### config.mk
export PLATFORM = sky130hd
export DESIGN_NAME = axi_lite_master
export DESIGN_NICKNAME = d
export VERILOG_FILES = /design/src/rtl/axi_lite_master.sv
export SDC_FILE = /design/constraint.sdc
export NUM_CORES = 1
export LEC_CHECK = 0
export CORE_UTILIZATION = 44
export DETAILED_ROUTE_END_ITERATION = 7
export PLACE_DENSITY = 0.89
export RECOVER_POWER = 100
export SYNTH_ARGS = -nofsm -noshare
export SYNTH_HDL_FRONTEND = slang
export SYNTH_SLANG_ARGS = --single-unit
### constraint.sdc
create_clock -name ACLK -period 3.5 [get_ports ACLK]
set_input_delay 0.525 -clock ACLK [delete_from_list [all_inputs] [get_ports ACLK]]
set_output_delay 0.525 -clock ACLK [all_outputs]
set_load 0.005 [all_outputs]
### src/rtl/axi_lite_master.sv
// ---------------------------------------------------------------------------------------------
// axi_lite_master
//
// Turns single user commands into AXI4-Lite read or write transactions, one at a time, and
// hands the completed response back on a valid/ready response port. Also keeps running counts
// of completed writes, completed reads and non-OKAY responses.
//
// Ports
//   ACLK, ARESETn        clock; synchronous active-low reset
//   cmd_*                user command port (valid/ready); write selects AW/W/B or AR/R
//   rsp_*                user response port (valid/ready); read data is zero for writes
//   AW*/W*/B*            AXI4-Lite write address, write data and write response channels
//   AR*/R*               AXI4-Lite read address and read data channels
//   wr_count, rd_count   completed write/read transactions, wrapping
//   err_count            responses other than OKAY, saturating
// ---------------------------------------------------------------------------------------------
module axi_lite_master #(
  parameter int unsigned ADDR_W = 32,
  parameter int unsigned DATA_W = 32
) (
  input  logic                ACLK,
  input  logic                ARESETn,

  // User command port
  input  logic                cmd_valid,
  output logic                cmd_ready,
  input  logic                cmd_write,
  input  logic [ADDR_W-1:0]   cmd_addr,
  input  logic [DATA_W-1:0]   cmd_wdata,
  input  logic [DATA_W/8-1:0] cmd_wstrb,

  // User response port
  output logic                rsp_valid,
  input  logic                rsp_ready,
  output logic [DATA_W-1:0]   rsp_rdata,
  output logic [1:0]          rsp_resp,
  output logic                rsp_write,

  // AXI4-Lite write address channel
  output logic [ADDR_W-1:0]   AWADDR,
  output logic                AWVALID,
  input  logic                AWREADY,
  output logic [2:0]          AWPROT,

  // AXI4-Lite write data channel
  output logic [DATA_W-1:0]   WDATA,
  output logic [DATA_W/8-1:0] WSTRB,
  output logic                WVALID,
  input  logic                WREADY,

  // AXI4-Lite write response channel
  input  logic                BVALID,
  output logic                BREADY,
  input  logic [1:0]          BRESP,

  // AXI4-Lite read address channel
  output logic [ADDR_W-1:0]   ARADDR,
  output logic                ARVALID,
  input  logic                ARREADY,
  output logic [2:0]          ARPROT,

  // AXI4-Lite read data channel
  input  logic                RVALID,
  output logic                RREADY,
  input  logic [DATA_W-1:0]   RDATA,
  input  logic [1:0]          RRESP,

  // Statistics
  output logic [15:0]         wr_count,
  output logic [15:0]         rd_count,
  output logic [7:0]          err_count
);

  typedef enum logic [2:0] {
    StIdle  = 3'd0,
    StWreq  = 3'd1,
    StWresp = 3'd2,
    StRreq  = 3'd3,
    StRdata = 3'd4,
    StRsp   = 3'd5
  } state_e;

  state_e              state_q, state_d;

  // Latched command; the AXI side is driven only from these.
  logic [ADDR_W-1:0]   addr_q, addr_d;
  logic [DATA_W-1:0]   wdata_q, wdata_d;
  logic [DATA_W/8-1:0] wstrb_q, wstrb_d;

  logic                awvalid_q, awvalid_d;
  logic                wvalid_q, wvalid_d;
  logic                arvalid_q, arvalid_d;
  logic                aw_done_q, aw_done_d;
  logic                w_done_q, w_done_d;

  logic [DATA_W-1:0]   rsp_rdata_q, rsp_rdata_d;
  logic [1:0]          rsp_resp_q, rsp_resp_d;
  logic                rsp_write_q, rsp_write_d;

  logic [15:0]         wr_count_q, wr_count_d;
  logic [15:0]         rd_count_q, rd_count_d;
  logic [7:0]          err_count_q, err_count_d;

  logic                aw_hs, w_hs, ar_hs;
  logic                resp_cap;
  logic [1:0]          resp_val;

  assign aw_hs = awvalid_q & AWREADY;
  assign w_hs  = wvalid_q & WREADY;
  assign ar_hs = arvalid_q & ARREADY;

  always_comb begin
    state_d     = state_q;
    addr_d      = addr_q;
    wdata_d     = wdata_q;
    wstrb_d     = wstrb_q;
    awvalid_d   = awvalid_q;
    wvalid_d    = wvalid_q;
    arvalid_d   = arvalid_q;
    aw_done_d   = aw_done_q;
    w_done_d    = w_done_q;
    rsp_rdata_d = rsp_rdata_q;
    rsp_resp_d  = rsp_resp_q;
    rsp_write_d = rsp_write_q;
    wr_count_d  = wr_count_q;
    rd_count_d  = rd_count_q;
    resp_cap    = 1'b0;
    resp_val    = 2'b00;

    case (state_q)
      StIdle: begin
        if (cmd_valid) begin
          addr_d    = cmd_addr;
          wdata_d   = cmd_wdata;
          wstrb_d   = cmd_wstrb;
          awvalid_d = cmd_write;
          wvalid_d  = cmd_write;
          arvalid_d = ~cmd_write;
          aw_done_d = 1'b0;
          w_done_d  = 1'b0;
          state_d   = cmd_write ? StWreq : StRreq;
        end
      end

      StWreq: begin
        // AW and W complete independently; both may land in the same cycle.
        if (aw_hs) begin
          awvalid_d = 1'b0;
          aw_done_d = 1'b1;
        end
        if (w_hs) begin
          wvalid_d = 1'b0;
          w_done_d = 1'b1;
        end
        if ((aw_done_q | aw_hs) && (w_done_q | w_hs)) begin
          state_d = StWresp;
        end
      end

      StWresp: begin
        if (BVALID) begin
          rsp_rdata_d = '0;
          rsp_resp_d  = BRESP;
          rsp_write_d = 1'b1;
          wr_count_d  = wr_count_q + 16'd1;
          resp_cap    = 1'b1;
          resp_val    = BRESP;
          state_d     = StRsp;
        end
      end

      StRreq: begin
        if (ar_hs) begin
          arvalid_d = 1'b0;
          state_d   = StRdata;
        end
      end

      StRdata: begin
        if (RVALID) begin
          rsp_rdata_d = RDATA;
          rsp_resp_d  = RRESP;
          rsp_write_d = 1'b0;
          rd_count_d  = rd_count_q + 16'd1;
          resp_cap    = 1'b1;
          resp_val    = RRESP;
          state_d     = StRsp;
        end
      end

      StRsp: begin
        if (rsp_ready) begin
          state_d = StIdle;
        end
      end

      default: begin
        // Unreachable encodings fall back to idle with the channels quiet.
        awvalid_d = 1'b0;
        wvalid_d  = 1'b0;
        arvalid_d = 1'b0;
        state_d   = StIdle;
      end
    endcase
  end

  // Error counter sticks at all-ones instead of wrapping.
  always_comb begin
    err_count_d = err_count_q;
    if (resp_cap && (resp_val != 2'b00) && (err_count_q != 8'hFF)) begin
      err_count_d = err_count_q + 8'd1;
    end
  end

  always_ff @(posedge ACLK) begin
    if (!ARESETn) begin
      state_q     <= StIdle;
      addr_q      <= '0;
      wdata_q     <= '0;
      wstrb_q     <= '0;
      awvalid_q   <= 1'b0;
      wvalid_q    <= 1'b0;
      arvalid_q   <= 1'b0;
      aw_done_q   <= 1'b0;
      w_done_q    <= 1'b0;
      rsp_rdata_q <= '0;
      rsp_resp_q  <= 2'b00;
      rsp_write_q <= 1'b0;
      wr_count_q  <= 16'd0;
      rd_count_q  <= 16'd0;
      err_count_q <= 8'd0;
    end else begin
      state_q     <= state_d;
      addr_q      <= addr_d;
      wdata_q     <= wdata_d;
      wstrb_q     <= wstrb_d;
      awvalid_q   <= awvalid_d;
      wvalid_q    <= wvalid_d;
      arvalid_q   <= arvalid_d;
      aw_done_q   <= aw_done_d;
      w_done_q    <= w_done_d;
      rsp_rdata_q <= rsp_rdata_d;
      rsp_resp_q  <= rsp_resp_d;
      rsp_write_q <= rsp_write_d;
      wr_count_q  <= wr_count_d;
      rd_count_q  <= rd_count_d;
      err_count_q <= err_count_d;
    end
  end

  // Held low while reset is asserted so no command is taken during the reset cycle.
  assign cmd_ready = (state_q == StIdle) & ARESETn;

  assign rsp_valid = (state_q == StRsp);
  assign rsp_rdata = rsp_rdata_q;
  assign rsp_resp  = rsp_resp_q;
  assign rsp_write = rsp_write_q;

  assign AWADDR  = addr_q;
  assign AWVALID = awvalid_q;
  assign AWPROT  = 3'b000;
  assign WDATA   = wdata_q;
  assign WSTRB   = wstrb_q;
  assign WVALID  = wvalid_q;
  assign BREADY  = (state_q == StWresp);

  assign ARADDR  = addr_q;
  assign ARVALID = arvalid_q;
  assign ARPROT  = 3'b000;
  assign RREADY  = (state_q == StRdata);

  assign wr_count  = wr_count_q;
  assign rd_count  = rd_count_q;
  assign err_count = err_count_q;

endmodule

# [After elaboration in Yosys (flattened, before gate mapping)]
# Cells that the tools add are included.
[word_totals] reg_bits=151 word_cells=96
[op_classes] add_sub_neg=3 n_eq_ne=14 muxes=36 bitwise_logic=9 reduce_logical=19
[ops] op="32-bit two-way mux" count=2
[ops] op="32-bit one-hot mux with 2 select lines" count=1
[ops] op="16-bit by 1-bit adder with 16-bit output, second input constant" count=2
[ops] op="3-bit two-way mux" count=6
[ops] op="3-bit one-hot mux with 6 select lines" count=1
[ops] op="3-bit AND reduction" count=6
[ops] op="2-bit != test, second input constant" count=7
[ops] op="1-bit two-way mux" count=12
[ops] op="2-bit two-way mux" count=5
[ops] op="1-bit one-hot mux with 3 select lines" count=3
[ops] op="8-bit by 1-bit adder with 8-bit output, second input constant" count=1
[ops] op="8-bit != test, second input constant" count=1
[ops] op="1-bit one-hot mux with 2 select lines" count=4
[ops] op="2-bit one-hot mux with 2 select lines" count=2
[ops] op="4-bit OR reduction" count=2
[ops] op="3-bit by 2-bit equality test with 1-bit output, second input constant" count=2
[ops] op="3-bit equality test, second input constant" count=2
[ops] op="2-bit AND reduction" count=3
[ops] op="6-bit AND reduction" count=1
[ops] op="2-bit nonzero test" count=3
[ops] op="1-bit AND" count=4
[ops] op="3-bit by 1-bit equality test with 1-bit output, second input constant" count=1
[ops] op="1-bit logical AND" count=3
[ops] op="3-bit zero test" count=1
[ops] op="3 further kinds" count=6

# [Logic depth before layout (Yosys ltp)]
# Gate-level depths: netlist of run 1.
[depth] ltp_word=5 depth_mapped=7 mapped_depth_nobuf=5

# [Least setup slack after synthesis of run 1]
# Ideal clock, no wire load.
[synth_timing] kind="in2reg" startpoint="input BVALID" endpoint="register err_count_q[4] (netlist: err_count[4])" setup_time_ns=0.070 arrival_time_ns=1.651 path_slack_ns=1.779 cell_stages=6 n_path_buf=1 path_cell_list="and4bb_1 -> buf_6 -> a2bb2oi_4 -> or2_4 -> or3_1 -> a21oi_1"
[synth_between] elab_chain_cells=5 word_cells_on_any_way=7 classes_between="mux (4); reduce/logical (3)"
[synth_rtl] item="start: declaration" line="52" source="input logic BVALID,"
[synth_rtl] item="2-bit two-way mux" line="161" source="if (BVALID) begin"
[synth_rtl] item="2-bit one-hot mux with 2 select lines" line="130" source="case (state_q)"
[synth_rtl] item="2-bit nonzero test" line="210" source="if (resp_cap && (resp_val != 2'b00) && (err_count_q != 8'hFF)) begin"
[synth_rtl] item="1-bit logical AND (*) (2 in series)" line="210"
[synth_rtl] item="end signal: assignment" line="247" source="err_count_q <= err_count_d;"
[synth_rtl] item="end: declaration" line="102" source="logic [7:0] err_count_q, err_count_d;"
# Mark *: on every way between the ends. The rest lies on a longest branch, timed or not.
# A chain may end at the register's enable or synchronous reset.

# [Worst setup path in the final report of run 1]
[layout_timing] startpoint="input ARESETn" endpoint="register rd_count_q[1] (netlist: rd_count[1])"
[layout_lines] item="start: declaration" line="22" source="input logic ARESETn,"
[layout_lines] item="end signal: assignment" line="246" source="rd_count_q <= rd_count_d;"
[layout_lines] item="end: declaration" line="101" source="logic [15:0] rd_count_q, rd_count_d;"
# No word-level cell between the ends.

==> results.json, run 1 <==
{
  "maxSlewViolCount": 62,
  "grt_pass1_wl_um": 27800,
  "htreeDepth": 4,
  "crit_chain": "dlygate4sd3_1 -> inv_1 -> buf_4 -> a21oi_1",
  "wire_per_inst_um": 15.1,
  "diodes": 0,
  "regArea_um2": 3020,
  "worst_path_max_delay_cell": "inv_1",
  "die_area_um2": 14600,
  "layout_setup_ws_ns": 0.550,
  "layout-drive-gt1-share_pct": 4.01,
  "synth-edff-count": 0,
  "worst_slew_margin_rel_pct": -32.4,
  "synthDistinctLibCells": 48,
  "synth-async-reset-ratio_pct": 0,
  "dr_total_vias": 6187,
  "syn_inst": 770,
  "synth_ff_type": "dfxtp_1",
  "holdBufCountCts": 0,
  "period_share_pct": 84.3,
  "drt_iter0_drc": 326,
  "timing.fmax_mhz": 339,
  "min_period_ns": 2.95,
  "vdd_drop_max_mv": 0.423,
  "totalWireLength_um": 18200,
  "crit_required_ns": 3.79,
  "path_delay_family": "buffers and inverters",
  "hold_violations": 0,
  "grt_use_total_pct": 24.2,
  "setup_viol": 0,
  "area_growth_pct": 52.6,
  "ant_nets": 0,
  "finalInstanceArea_um2": 9490,
  "skew_ns": 0.00808,
  "slowest_delay_ns": 1.45,
  "crit_arrival_ns": 3.24,
  "yosys_warnings": 0,
  "die_w_um": 121,
  "multi_input_area_um2": 2660,
  "crit_buf_inv": 3,
  "synth.ff_latch_count": 151,
  "initial_core_util_pct": 44.9,
  "pwr_density_cell_nw_per_um2": 550,
  "dp_hpwl_um": 13000,
  "grt_pass1_vias": 5732,
  "tritoncts": "built",
  "coreArea_um2": 13800,
  "cts_setup_buffers": 0,
  "outcome": "finished with violations",
  "endpoint_kind": "flop",
  "rows": 43,
  "syn-cell-area_um2": 6210,
  "fin_nets": 1128,
  "clk_path_buf_depth": 2,
  "cp_max_fo": 62,
  "path_clk_slew_ns": 0.05,
  "rsz0062_at_grt": "no",
  "layout_commonest_cell": "nand2_1",
  "clk_latency_ns": 0.42,
  "antenna_found_initial": 0,
  "pre_cts_ws_ns": 1.01,
  "clkSinkCount": 151,
  "start_kind": "primary input",
  "vias_per_cell": 5.15,
  "fin_setup_tns_ns": 0,
  "hp-class": "reg -> reg",
  "finalPower_mw": 5.21,
  "globalplace.congestion": 0.862,
  "worst_pin_slew_ns": 1.98,
  "dr.pass1.iters": 4,
  "yosysSeqAreaShare_pct": 48.6,
  "grt_overflow": 0,
  "placed_cell_area_um2": 9010,
  "max-cap-violations": 1,
  "cts_root_buf": "clkbuf_16",
  "violations": "max-capacitance violations, max-slew violations",
  "drc_errors": 0,
  "ios": 302,
  "nFillCells": 1042,
  "synth.avg_cell_area_um2": 8.07,
  "leakagePower_nw": 3.90,
  "io_buffers": 295,
  "final_cell_mix": "188 x nand2_1, 183 x dlygate4sd3_1, 151 x dfxtp_1, 113 x a21oi_1, 112 x clkdlybuf4s50_1",
  "cts_made_buffers": 17,
  "crit_type": "in -> reg",
  "grt_max_degree": 72,
  "fp.dieH_um": 121,
  "cts_resized": 0
}
-- cells by family (layout without fill, tap and decap cells) --
kind of cell               count (synthesis)  in the layout  share of synthesized area [%]
AOI/OAI and AO/OA                        134            134                           11.8
xor gates and xnor gates                  31             31                           4.37
adders and majority gates                  3              3                          0.604
buffers and inverters                     91            338                           8.25
DFF                                      151            151                           48.6
muxes                                      4              4                          0.644
other                                      1              6                         0.0603
and+or+nand+nor                          355            355                           25.6
-- synthesized netlist by cell type (4+ instances only) --
| cell | n | share of area, % |
|---|---|---|
| and3_1 | 6 | 0.60 |
| buf_4 | 38 | 4.6 |
| clkbuf_1 | 28 | 1.7 |
| o21ai_0 | 6 | 0.48 |
| and4_1 | 4 | 0.56 |
| mux2i_1 | 4 | 0.64 |
| nor4_1 | 5 | 0.50 |
| nor2_1 | 55 | 3.3 |
| nor3_1 | 10 | 0.81 |
| nand3_1 | 52 | 4.2 |
| buf_1 | 7 | 0.42 |
| nand4_1 | 11 | 1.1 |
| nand2_1 | 189 | 11 |
| dfxtp_1 | 151 | 49 |
| xnor2_1 | 16 | 2.3 |
| a21oi_1 | 113 | 9.1 |
| buf_2 | 11 | 0.89 |
| xor2_1 | 15 | 2.1 |
| inv_1 | 5 | 0.30 |
-- where the power goes --
| part | switching [mW] | internal, mW |
|---|---|---|
| clock | 0.672 | 1.00 |
| combinational | 0.718 | 0.699 |
| sequential | 0.187 | 1.93 |
-- path summary, 6_finish.rpt --
kind	from	endpoint	slack [ns]	depth (start not counted)
hold / removal	rsp_rdata[31]	rsp_rdata[31]	0.44	2
setup / recovery	ARESETn	rd_count[1]	0.55	4
hold reg to reg	rsp_rdata[31]	rsp_rdata[31]	0.44	2
setup reg to reg	state_q[0]	ARADDR[10]	0.79	5
-- flip-flops by register name, indices dropped and copies added (netlist names) --
signal     count
rd_count      16
w_done_q       1
WSTRB          4
ARVALID        1
err_count      8
state_q        3
rsp_write      1
ARADDR        32
wr_count      16
WDATA         32
WVALID         1
rsp_rdata     32
AWVALID        1
rsp_resp       2
aw_done_q      1
-- worst reg2reg max path: stages, from the launching register on --
cell      delay, ns
dfxtp_1        0.54
nor2_1         0.39
and2_0         0.18
clkbuf_2       1.02
nand2_1        0.28
a21oi_1        0.23
-- through the flow --
stage | util (%) | hold slack, ns | cells
after floorplan | - | 0.436 | 775
after global placement | 65.2 | 0.437 | 1172
after detailed placement | 65.2 | 0.443 | 1172
after CTS | 69.1 | 0.451 | 1202
after global routing | 68.6 | 0.460 | 1202
final | 68.6 | 0.445 | 1202
-- routing by layer --
layer / share of wire, % / vias up / GRT usage, %
met5: 0 / - / 0
met4: 2.9 / 0 / 11.3
met3: 9.6 / 46 / 9.34
met2: 48 / 279 / 40.2
met1: 39 / 2851 / 27.3
li1: - / 3011 / -
-- cell type report --
| class | instances | area share (%) |
|---|---|---|
| clock inverter | 8 | 0.791 |
| tap | 180 | 2.37 |
| timing repair buffer | 303 | 31.8 |
| multi-input combinational | 533 | 28.0 |
| sequential | 151 | 31.9 |
| inverter | 5 | 0.198 |
| clock buffer | 22 | 4.89 |
No activity file was read; power rests on OpenSTA's default activity.
==> run 2, diff against run 1 <==
Settings changed: CORE_UTILIZATION 44 to 37, PLACE_DENSITY 0.89 to 0.8.
Clock period 3.5 ns to 2.4 ns, I/O delays scaled along.
==> results.json, run 2 (synthesized netlist as in run 1, its figures left out) <==
{
  "outcome": "finished, final reports clean",
  "skew_ns": 0.00566,
  "setup_viol": 0,
  "pwr_density_cell_nw_per_um2": 830,
  "start_kind": "flop",
  "initial_core_util_pct": 37.7,
  "crit_type": "reg -> out",
  "fin_setup_tns_ns": 0,
  "dr_total_vias": 6097,
  "clk_latency_ns": 0.41,
  "seqPwrFrac_pct": 38.1,
  "final_cell_mix": "188 x nand2_1, 180 x dlygate4sd3_1, 149 x dfxtp_1, 115 x clkdlybuf4s50_1, 113 x a21oi_1",
  "grt_use_total_pct": 20.8,
  "fin_nets": 1134,
  "period_share_pct": 94.0,
  "hold_violations": 0,
  "p_int_mw": 5.73,
  "hp-class": "reg -> reg",
  "placed_cell_area_um2": 9150,
  "endpoint_kind": "output pin",
  "antenna_found_initial": 0,
  "crit_arrival_ns": 1.89,
  "dp_hpwl_um": 12900,
  "p_comb_share_pct": 26.1,
  "holdBufCountCts": 0,
  "grt_max_degree": 70,
  "grt_overflow": 0,
  "finalInstanceArea_um2": 9730,
  "rrSetupSlack_ns": 0.38,
  "nFillCells": 1462,
  "drt_iter0_drc": 258,
  "utilization_pct": 59.1,
  "cts_root_buf": "clkbuf_16",
  "vias_per_cell": 4.88,
  "coreArea_um2": 16500,
  "layout_commonest_cell": "nand2_1",
  "dpl.cell_count": 1218,
  "tritoncts": "built",
  "cts_resized": 2,
  "max-cap-violations": 0,
  "wire_per_inst_um": 14.5,
  "htreeDepth": 4,
  "swShare_pct": 29.1,
  "clkSinkCount": 151,
  "grt_pass1_wl_um": 28900,
  "instances_no_fill": 1250,
  "area_growth_pct": 56.6,
  "clock_power_share_pct": 35.8,
  "switchingPower_mw": 2.35,
  "cts_made_buffers": 17,
  "maxSlewViolCount": 0,
  "clk_path_buf_depth": 2,
  "drc_errors": 0,
  "die_w_um": 132,
  "timing.fmax_mhz": 443,
  "rsz0062_at_grt": "no",
  "leakagePower_nw": 3.98,
  "io_buffers": 295,
  "fp.dieH_um": 132,
  "diodes": 0,
  "min_period_ns": 2.25,
  "die_area_um2": 17300,
  "grt_pass1_vias": 5596,
  "path_clk_slew_ns": 0.06,
  "globalplace.congestion": 0.885,
  "hold_slack_ns": 0.445,
  "worst_slew_margin_rel_pct": 46.5,
  "totalWireLength_um": 18200,
  "cp_max_fo": 17,
  "ios": 302,
  "crit_required_ns": 2.04,
  "rows": 47,
  "cts_setup_buffers": 0,
  "ant_nets": 0,
  "worst_pin_slew_ns": 0.803,
  "dr.pass1.iters": 5,
  "layout-drive-gt1-share_pct": 5.34,
  "vdd_drop_max_mv": 0.466
}
run 2: changes by cell type in the layout (fill, tap and decap cells not counted), moves of 3 or more:
| cell | delta |
|---|---|
| clkinv_2 | -3 |
| dlygate4sd3_1 | -3 |
| clkdlybuf4s50_1 | +3 |
| bufinv_16 | +3 |
run 2: worst paths after layout:
kind,cells after the start,to,start
max reg2reg,5,err_count[1],state_q[0]
min,2,rsp_rdata[23],rsp_rdata[23]
min reg2reg,2,rsp_rdata[23],rsp_rdata[23]
max,3,cmd_ready,state_q[0]
run 2: power by group through the flow:
stage	sequential [mW]	combinational (mW)	clock, mW
after detailed placement	3.14	2.33	0
final	3.07	2.11	2.89
after global routing	3.13	2.31	3.08
after CTS	3.10	2.35	2.95
after global placement	3.13	2.30	0
after floorplan	3.09	1.18	0
run 2: critical path, stage by stage, from the launching register on:
cell and delay, ns:
dfxtp_2 0.53, nor2_1 0.15, and3_1 0.21, dlygate4sd3_1 0.59
run 2: layout make-up:
| class | count | area [um^2] | area share [%] |
|---|---|---|---|
| clock buffer | 22 | 484 | 4.98 |
| multi-input combinational | 533 | 2670 | 27.4 |
| inverter | 5 | 21.3 | 0.219 |
| timing repair buffer | 309 | 3090 | 31.7 |
| sequential | 151 | 3030 | 31.1 |
| clock inverter | 10 | 166 | 1.71 |
| tap | 220 | 275 | 2.83 |
run 2: metrics by stage:
stage	total power, mW	setup WS [ns]
2_1_floorplan	4.26	0.777
6_report	8.08	0.145
3_5_place_dp	5.47	0.200
5_1_grt	8.51	0.0405
4_1_cts	8.40	0.145
3_3_place_gp	5.43	0.224
run 2: routing by layer:
metal,GRT usage (%),share of wire (%),vias up,routed length (um)
li1,-,-,3034,-
met1,25.3,41,2805,7520
met2,34.0,48,227,8760
met3,6.75,8.1,31,1470
met4,8.33,2.3,0,414
met5,0,0,-,0
